--- config.mk ---
export PLATFORM = sky130hd
export DESIGN_NAME = mul_add_pipe_flat
export DESIGN_NICKNAME = d
export VERILOG_FILES = /design/src/rtl/mul_add_pipe_if.sv /design/src/rtl/mul_add_pipe.sv /design/src/flat_wrapper.sv
export SDC_FILE = /design/constraint.sdc
export NUM_CORES = 2
export LEC_CHECK = 0
export CORE_AREA = 5 5 231 188
export DETAILED_ROUTE_END_ITERATION = 10
export DIE_AREA = 0 0 236 193
export PLACE_DENSITY = 0.85
export SYNTH_ARGS = -nofsm -noshare
export SYNTH_HDL_FRONTEND = slang
export SYNTH_SLANG_ARGS = --single-unit
--- constraint.sdc ---
create_clock -name clk -period 9.3 [get_ports clk]
set_input_delay 0.93 -clock clk [delete_from_list [all_inputs] [get_ports clk]]
set_output_delay 0.93 -clock clk [all_outputs]
set_load 0.005 [all_outputs]
--- src/rtl/mul_add_pipe_if.sv ---
// Handshake bundle for mul_add_pipe: operand channel (in_valid/in_ready/x/y/z),
// result channel (out_valid/out_ready/out) and the busy status flag.
// master = producer/consumer side, slave = the pipeline itself.
interface mul_add_pipe_if #(
  parameter int WIDTH = 32
);
  logic             in_valid;
  logic             in_ready;
  logic [WIDTH-1:0] x;
  logic [WIDTH-1:0] y;
  logic [WIDTH-1:0] z;
  logic             out_valid;
  logic             out_ready;
  logic [WIDTH-1:0] out;
  logic             busy;

  modport master (
    output in_valid, x, y, z, out_ready,
    input  in_ready, out_valid, out, busy
  );

  modport slave (
    input  in_valid, x, y, z, out_ready,
    output in_ready, out_valid, out, busy
  );
endinterface

--- src/rtl/mul_add_pipe.sv ---
// mul_add_pipe: STAGES-deep pipelined out = x*y + z on unsigned WIDTH-bit operands.
// Stage 1 holds the operands, stage 2 the full-width product plus addend, middle
// stages only delay, and the last stage holds the final sum. All stages move
// together under a single global advance signal (stall when the output is held).
// Optional build macro MUL_ADD_PIPE_SAT_EN: clamp the result to 2^WIDTH-1 instead
// of wrapping when the full-precision sum overflows. Latency and handshake are
// the same either way.
module mul_add_pipe #(
  parameter int WIDTH  = 32,
  parameter int STAGES = 3
) (
  input logic         clk,
  input logic         rst,
  mul_add_pipe_if.slave bus
);

  localparam int PW  = 2 * WIDTH;
  localparam int MID = (STAGES > 2) ? (STAGES - 2) : 1;

  logic [STAGES-1:0] vld;
  logic              advance;
  logic              accept;
  logic [WIDTH-1:0]  s1_x;
  logic [WIDTH-1:0]  s1_y;
  logic [WIDTH-1:0]  s1_z;
  logic [PW-1:0]     s1_prod;
  logic [WIDTH-1:0]  res;

  // Final add is done at 2*WIDTH+1 bits so overflow is visible for clamping.
  function automatic logic [WIDTH-1:0] sum_result(input logic [PW-1:0] prod,
                                                  input logic [WIDTH-1:0] addend);
    logic [PW:0] full;
    full = {1'b0, prod} + {{(PW + 1 - WIDTH){1'b0}}, addend};
`ifdef MUL_ADD_PIPE_SAT_EN
    if (|full[PW:WIDTH]) begin
      return '1;
    end
    return full[WIDTH-1:0];
`else
    return full[WIDTH-1:0];
`endif
  endfunction

  assign advance       = !vld[STAGES-1] || bus.out_ready;
  assign accept        = bus.in_valid && advance;
  assign s1_prod       = PW'(s1_x) * PW'(s1_y);
  assign bus.in_ready  = advance;
  assign bus.out_valid = vld[STAGES-1];
  assign bus.out       = res;
  assign bus.busy      = |vld;

  // Valid bits shift as one; an idle advancing cycle inserts a bubble at stage 1.
  always_ff @(posedge clk or posedge rst) begin
    if (rst) begin
      vld <= '0;
    end else if (advance) begin
      if (STAGES > 1) begin
        vld <= {vld[STAGES-2:0], accept};
      end
    end
  end

  // Stage 1 captures operands; inputs are ignored while stalled.
  always_ff @(posedge clk or posedge rst) begin
    if (rst) begin
      s1_x <= '0;
      s1_y <= '0;
      s1_z <= '0;
    end else if (advance) begin
      s1_x <= bus.x;
      s1_y <= bus.y;
      s1_z <= bus.z;
    end
  end

  generate
    if (STAGES == 2) begin : g_short
      // Two-stage build: product and add share the final register stage.
      always_ff @(posedge clk or posedge rst) begin
        if (rst) begin
          res <= '0;
        end else if (advance) begin
          res <= sum_result(s1_prod, s1_z);
        end
      end
    end else begin : g_long
      logic [PW-1:0]    mid_prod [MID];
      logic [WIDTH-1:0] mid_z    [MID];

      // Stage 2 registers product and addend; following entries are pure delay.
      always_ff @(posedge clk or posedge rst) begin
        if (rst) begin
          for (int i = 0; i < MID; i++) begin
            mid_prod[i] <= '0;
            mid_z[i]    <= '0;
          end
        end else if (advance) begin
          mid_prod[0] <= s1_prod;
          mid_z[0]    <= s1_z;
          for (int i = 1; i < MID; i++) begin
            mid_prod[i] <= mid_prod[i-1];
            mid_z[i]    <= mid_z[i-1];
          end
        end
      end

      // Last stage registers the finished sum.
      always_ff @(posedge clk or posedge rst) begin
        if (rst) begin
          res <= '0;
        end else if (advance) begin
          res <= sum_result(mid_prod[MID-1], mid_z[MID-1]);
        end
      end
    end
  endgenerate

endmodule

--- src/flat_wrapper.sv ---
// flat-port wrapper written by rule: the top's interface ports become plain ports
module mul_add_pipe_flat 
#(
  parameter int WIDTH  = 32,
  parameter int STAGES = 3
)
  (clk, rst, bus_in_valid, bus_x, bus_y, bus_z, bus_out_ready, bus_in_ready, bus_out_valid, bus_out, bus_busy);
  mul_add_pipe_if #(.WIDTH(WIDTH)) bus_i ();
  input logic clk;
  input logic rst;
  input wire logic [$bits(bus_i.in_valid)-1:0] bus_in_valid;
  input wire logic [$bits(bus_i.x)-1:0] bus_x;
  input wire logic [$bits(bus_i.y)-1:0] bus_y;
  input wire logic [$bits(bus_i.z)-1:0] bus_z;
  input wire logic [$bits(bus_i.out_ready)-1:0] bus_out_ready;
  output wire logic [$bits(bus_i.in_ready)-1:0] bus_in_ready;
  output wire logic [$bits(bus_i.out_valid)-1:0] bus_out_valid;
  output wire logic [$bits(bus_i.out)-1:0] bus_out;
  output wire logic [$bits(bus_i.busy)-1:0] bus_busy;
  assign bus_i.in_valid = bus_in_valid;
  assign bus_i.x = bus_x;
  assign bus_i.y = bus_y;
  assign bus_i.z = bus_z;
  assign bus_i.out_ready = bus_out_ready;
  assign bus_in_ready = bus_i.in_ready;
  assign bus_out_valid = bus_i.out_valid;
  assign bus_out = bus_i.out;
  assign bus_busy = bus_i.busy;
  mul_add_pipe #(.WIDTH(WIDTH), .STAGES(STAGES)) u_core (.clk(clk), .rst(rst), .bus(bus_i));
endmodule
==> run summary <==
Worst Setup End Kind - flip-flop
Ports - 135
Port Buf Inserts - 134
Vias/cell - 5.70
Top FF cell, synth - dfrtp_1
clk sinks - 195
XOR/XNOR Fraction of Synth Area - 0.0382
RSZ-0062 raised after global routing - false
Cells after Synth - 2709
ANT cells - 0
CTS root buf - clkbuf_16
Final TNS setup - 0 ps
Die Footprint - 45500 sq um
status - completed
# setup viols final - 0
FILL cells - 3084
Fmax - 131 MHz
post-synthesis mux area share - 0.000876
pre-CTS setup slack - 1860 ps
placed cells - 3269
row count - 67
vias in the first global route - 20.3k
first-pass GRT wire length - 104000 microns
Adder-Cell Fraction of Synth Area - 0.417
Startpoint Class - flip-flop
1st-pass router iterations - 6
sequential share of the synthesized area - 0.201
total number of vias - 18.8k
wire length per cell - 19.1 microns
top cell type's share of synthesized area - 0.337
CP Launch Point - u_core.s1_x[6]
CP arrival - 7950 ps
DR iter-0 viols - 1674
top cells by area, synth - fa_1 (34%), dfrtp_1 (20%), nand2_1 (11%)
asr flop ratio synth - 1.00
endpoints failing hold - 0
Worst Tran Pin Value - 1250 ps
Area growth syn-to-layout - 9.25%
Crit-path slowest cell - dfrtp_1
crit path cell chain - and2_1, fa_1, inv_1, fa_1, fa_1, inv_1, fa_1, ha_1, ha_1, inv_1, fa_1, inv_1, fa_1, ha_1, a21oi_1, o21ai_0, a32oi_1, nor3_1, a211oi_2, o31ai_1, o22ai_1, xor2_1, o21ai_1
most common cell in the netlist - nand2_1
Yosys Warn Count - 0
critical path class - reg2reg
initial antenna violation count - 0
number of unique standard cell types used by synthesis - 60
H-tree Lvls - 4
Worst Path Buf+Inv - 4
Post-CTS Repair Setup Buffers - 0
GR Overflow Total - 0
routed wire length - 63000 microns
DP HPWL - 47200 microns
Clock Skew - 18.5 ps
Final GP Congestion - 0.992
reg2reg end - u_core.g_long.mid_prod[30]
Rel. slew slack - 0.164
largest family of logic cells by synthesized area - adder cells
number of synthesized register bits - 195
Worst-path clk slew - 90 ps
Data required, critical path - 9640 ps
Worst Path Max Fanout - 27
simple-gate share of the synthesized area - 0.202
Max Slew Vio Count - 0
Final Cycle Share - 0.819
Initial Utilization - 0.590
top cells by count, synth - nand2_1 (707), fa_1 (409), inv_1 (406), and2_1 (273), dfrtp_1 (195)
GRT Overall Usage - 0.286
Routed Antenna Nets - 0
Post-synth EDFFs - 0
Synth Net Count - 3372
delay-heaviest family, CP - adder cells
post-layout min period - 7620 ps
Avg Inst Size Synth - 8.96 sq um
Worst path max stage delay - 1190 ps
Post-Syn Area - 24300 sq um
core region area - 41200 sq um
reg2reg path depth - 23
utilization after layout - 0.644
DRC Markers - 0
Worst-Skew Late Latency - 470 ps
Die H - 193 microns
die width - 236 microns
hold_buf cts - 0
reg-to-reg startpoint - u_core.s1_x[6]
TritonCTS Buffers - 17
Setup crit end - u_core.g_long.mid_prod[30]
MaxCap Viol Count - 0
largest area contributor in the netlist - fa_1
most numerous cell on the critical path - fa_1
CTS tree - yes
post-cts resize count - 0
pin count of the biggest net entering global routing - 196
Levels on crit path - 23
Layout Cells excl Fill - 3301
share of cells above drive strength 1 - 0.0222
final net count - 3399
deepest clock path buffer count - 2
Final Worst Setup Slack - 1680 ps
Hold Crit Class - reg2reg
complex-gate fraction of the synthesized area - 0.0570
Reg2Reg Setup Slack - 1680 ps
[metrics by stage]
stage / instance area, sq um / hold WS, ps
final: 26500 / 468
after global routing: 26500 / 494
after global placement: 25900 / 451
after detailed placement: 25900 / 456
after CTS: 26500 / 475
after floorplan: 24300 / 439
[cell type report]
type	instances	area, sq um	share of cell area
well taps	552	691	0.0260
inverters	406	1540	0.0579
clock inverters	15	186	0.00703
clock buffers	17	425	0.0160
flip-flops and latches	195	4880	0.184
multi-input cells	1971	17400	0.655
repair buffers	145	1440	0.0542
[flip-flops by register name (all words and copies together) (netlist names)]
signal                  count
u_core.vld                  3
u_core.s1_y                32
u_core.s1_x                32
u_core.g_long.mid_prod     32
u_core.bus.out             32
u_core.g_long.mid_z        32
u_core.s1_z                32
[worst min path at each step]
stage | start | to | slack, ps | depth (start not counted)
final | u_core.s1_z[1] | u_core.s1_z[1] | 470 | 2
after global routing | u_core.s1_z[10] | u_core.s1_z[10] | 490 | 2
after CTS | u_core.s1_z[1] | u_core.s1_z[1] | 470 | 2
after detailed placement | u_core.s1_z[1] | u_core.s1_z[1] | 460 | 2
after global placement | u_core.s1_x[31] | u_core.s1_x[31] | 450 | 2
after floorplan | u_core.s1_z[0] | u_core.s1_z[0] | 440 | 2
[cells in the final DEF, fill, tap and decap left out, types with 7 or more instances in the layout]
cell type / synthesis / layout
a21o_1: 32 / 32
a21oi_1: 72 / 72
and2_1: 273 / 273
and3_1: 8 / 8
buf_4: 0 / 10
clkbuf_16: 0 / 17
clkdlybuf4s50_1: 0 / 134
dfrtp_1: 195 / 195
fa_1: 409 / 409
ha_1: 154 / 154
inv_1: 406 / 404
nand2_1: 707 / 707
nand2b_1: 7 / 7
nand3_1: 8 / 8
nor2_1: 49 / 49
nor3_1: 8 / 8
o21ai_0: 50 / 50
o31ai_1: 7 / 7
xnor2_1: 70 / 70
xor2_1: 36 / 36
[worst reg2reg max path: cells and delay by family (launching register included)]
kind	cells	cell delay (ps)
buf+inv	4	230
xor+xnor	1	190
compound gates	7	1840
simple gates	2	420
fa+ha+maj	9	3620
flops	1	1190
[routing by layer]
| metal | global-route usage | share of wire | wire length, microns | vias to the layer above |
|---|---|---|---|---|
| li1 | - | - | - | 8178 |
| met1 | 0.378 | 0.39 | 24600 | 9414 |
| met2 | 0.467 | 0.47 | 29600 | 1025 |
| met3 | 0.0667 | 0.098 | 6190 | 201 |
| met4 | 0.111 | 0.042 | 2640 | 0 |
| met5 | 0 | 0 | 0 | - |
[logic make-up (layout without fill, tap and decap cells)]
group           after synthesis  in the layout
buf+inv                     543            583
simple gates               1086           1086
compound gates              214            214
fa+ha+maj                   563            563
flops                       195            195
xor+xnor                    106            106
mux                           2              2
Power is not shown: default switching activity piles up to over one toggle a cycle in this logic, so the estimate is an artifact.
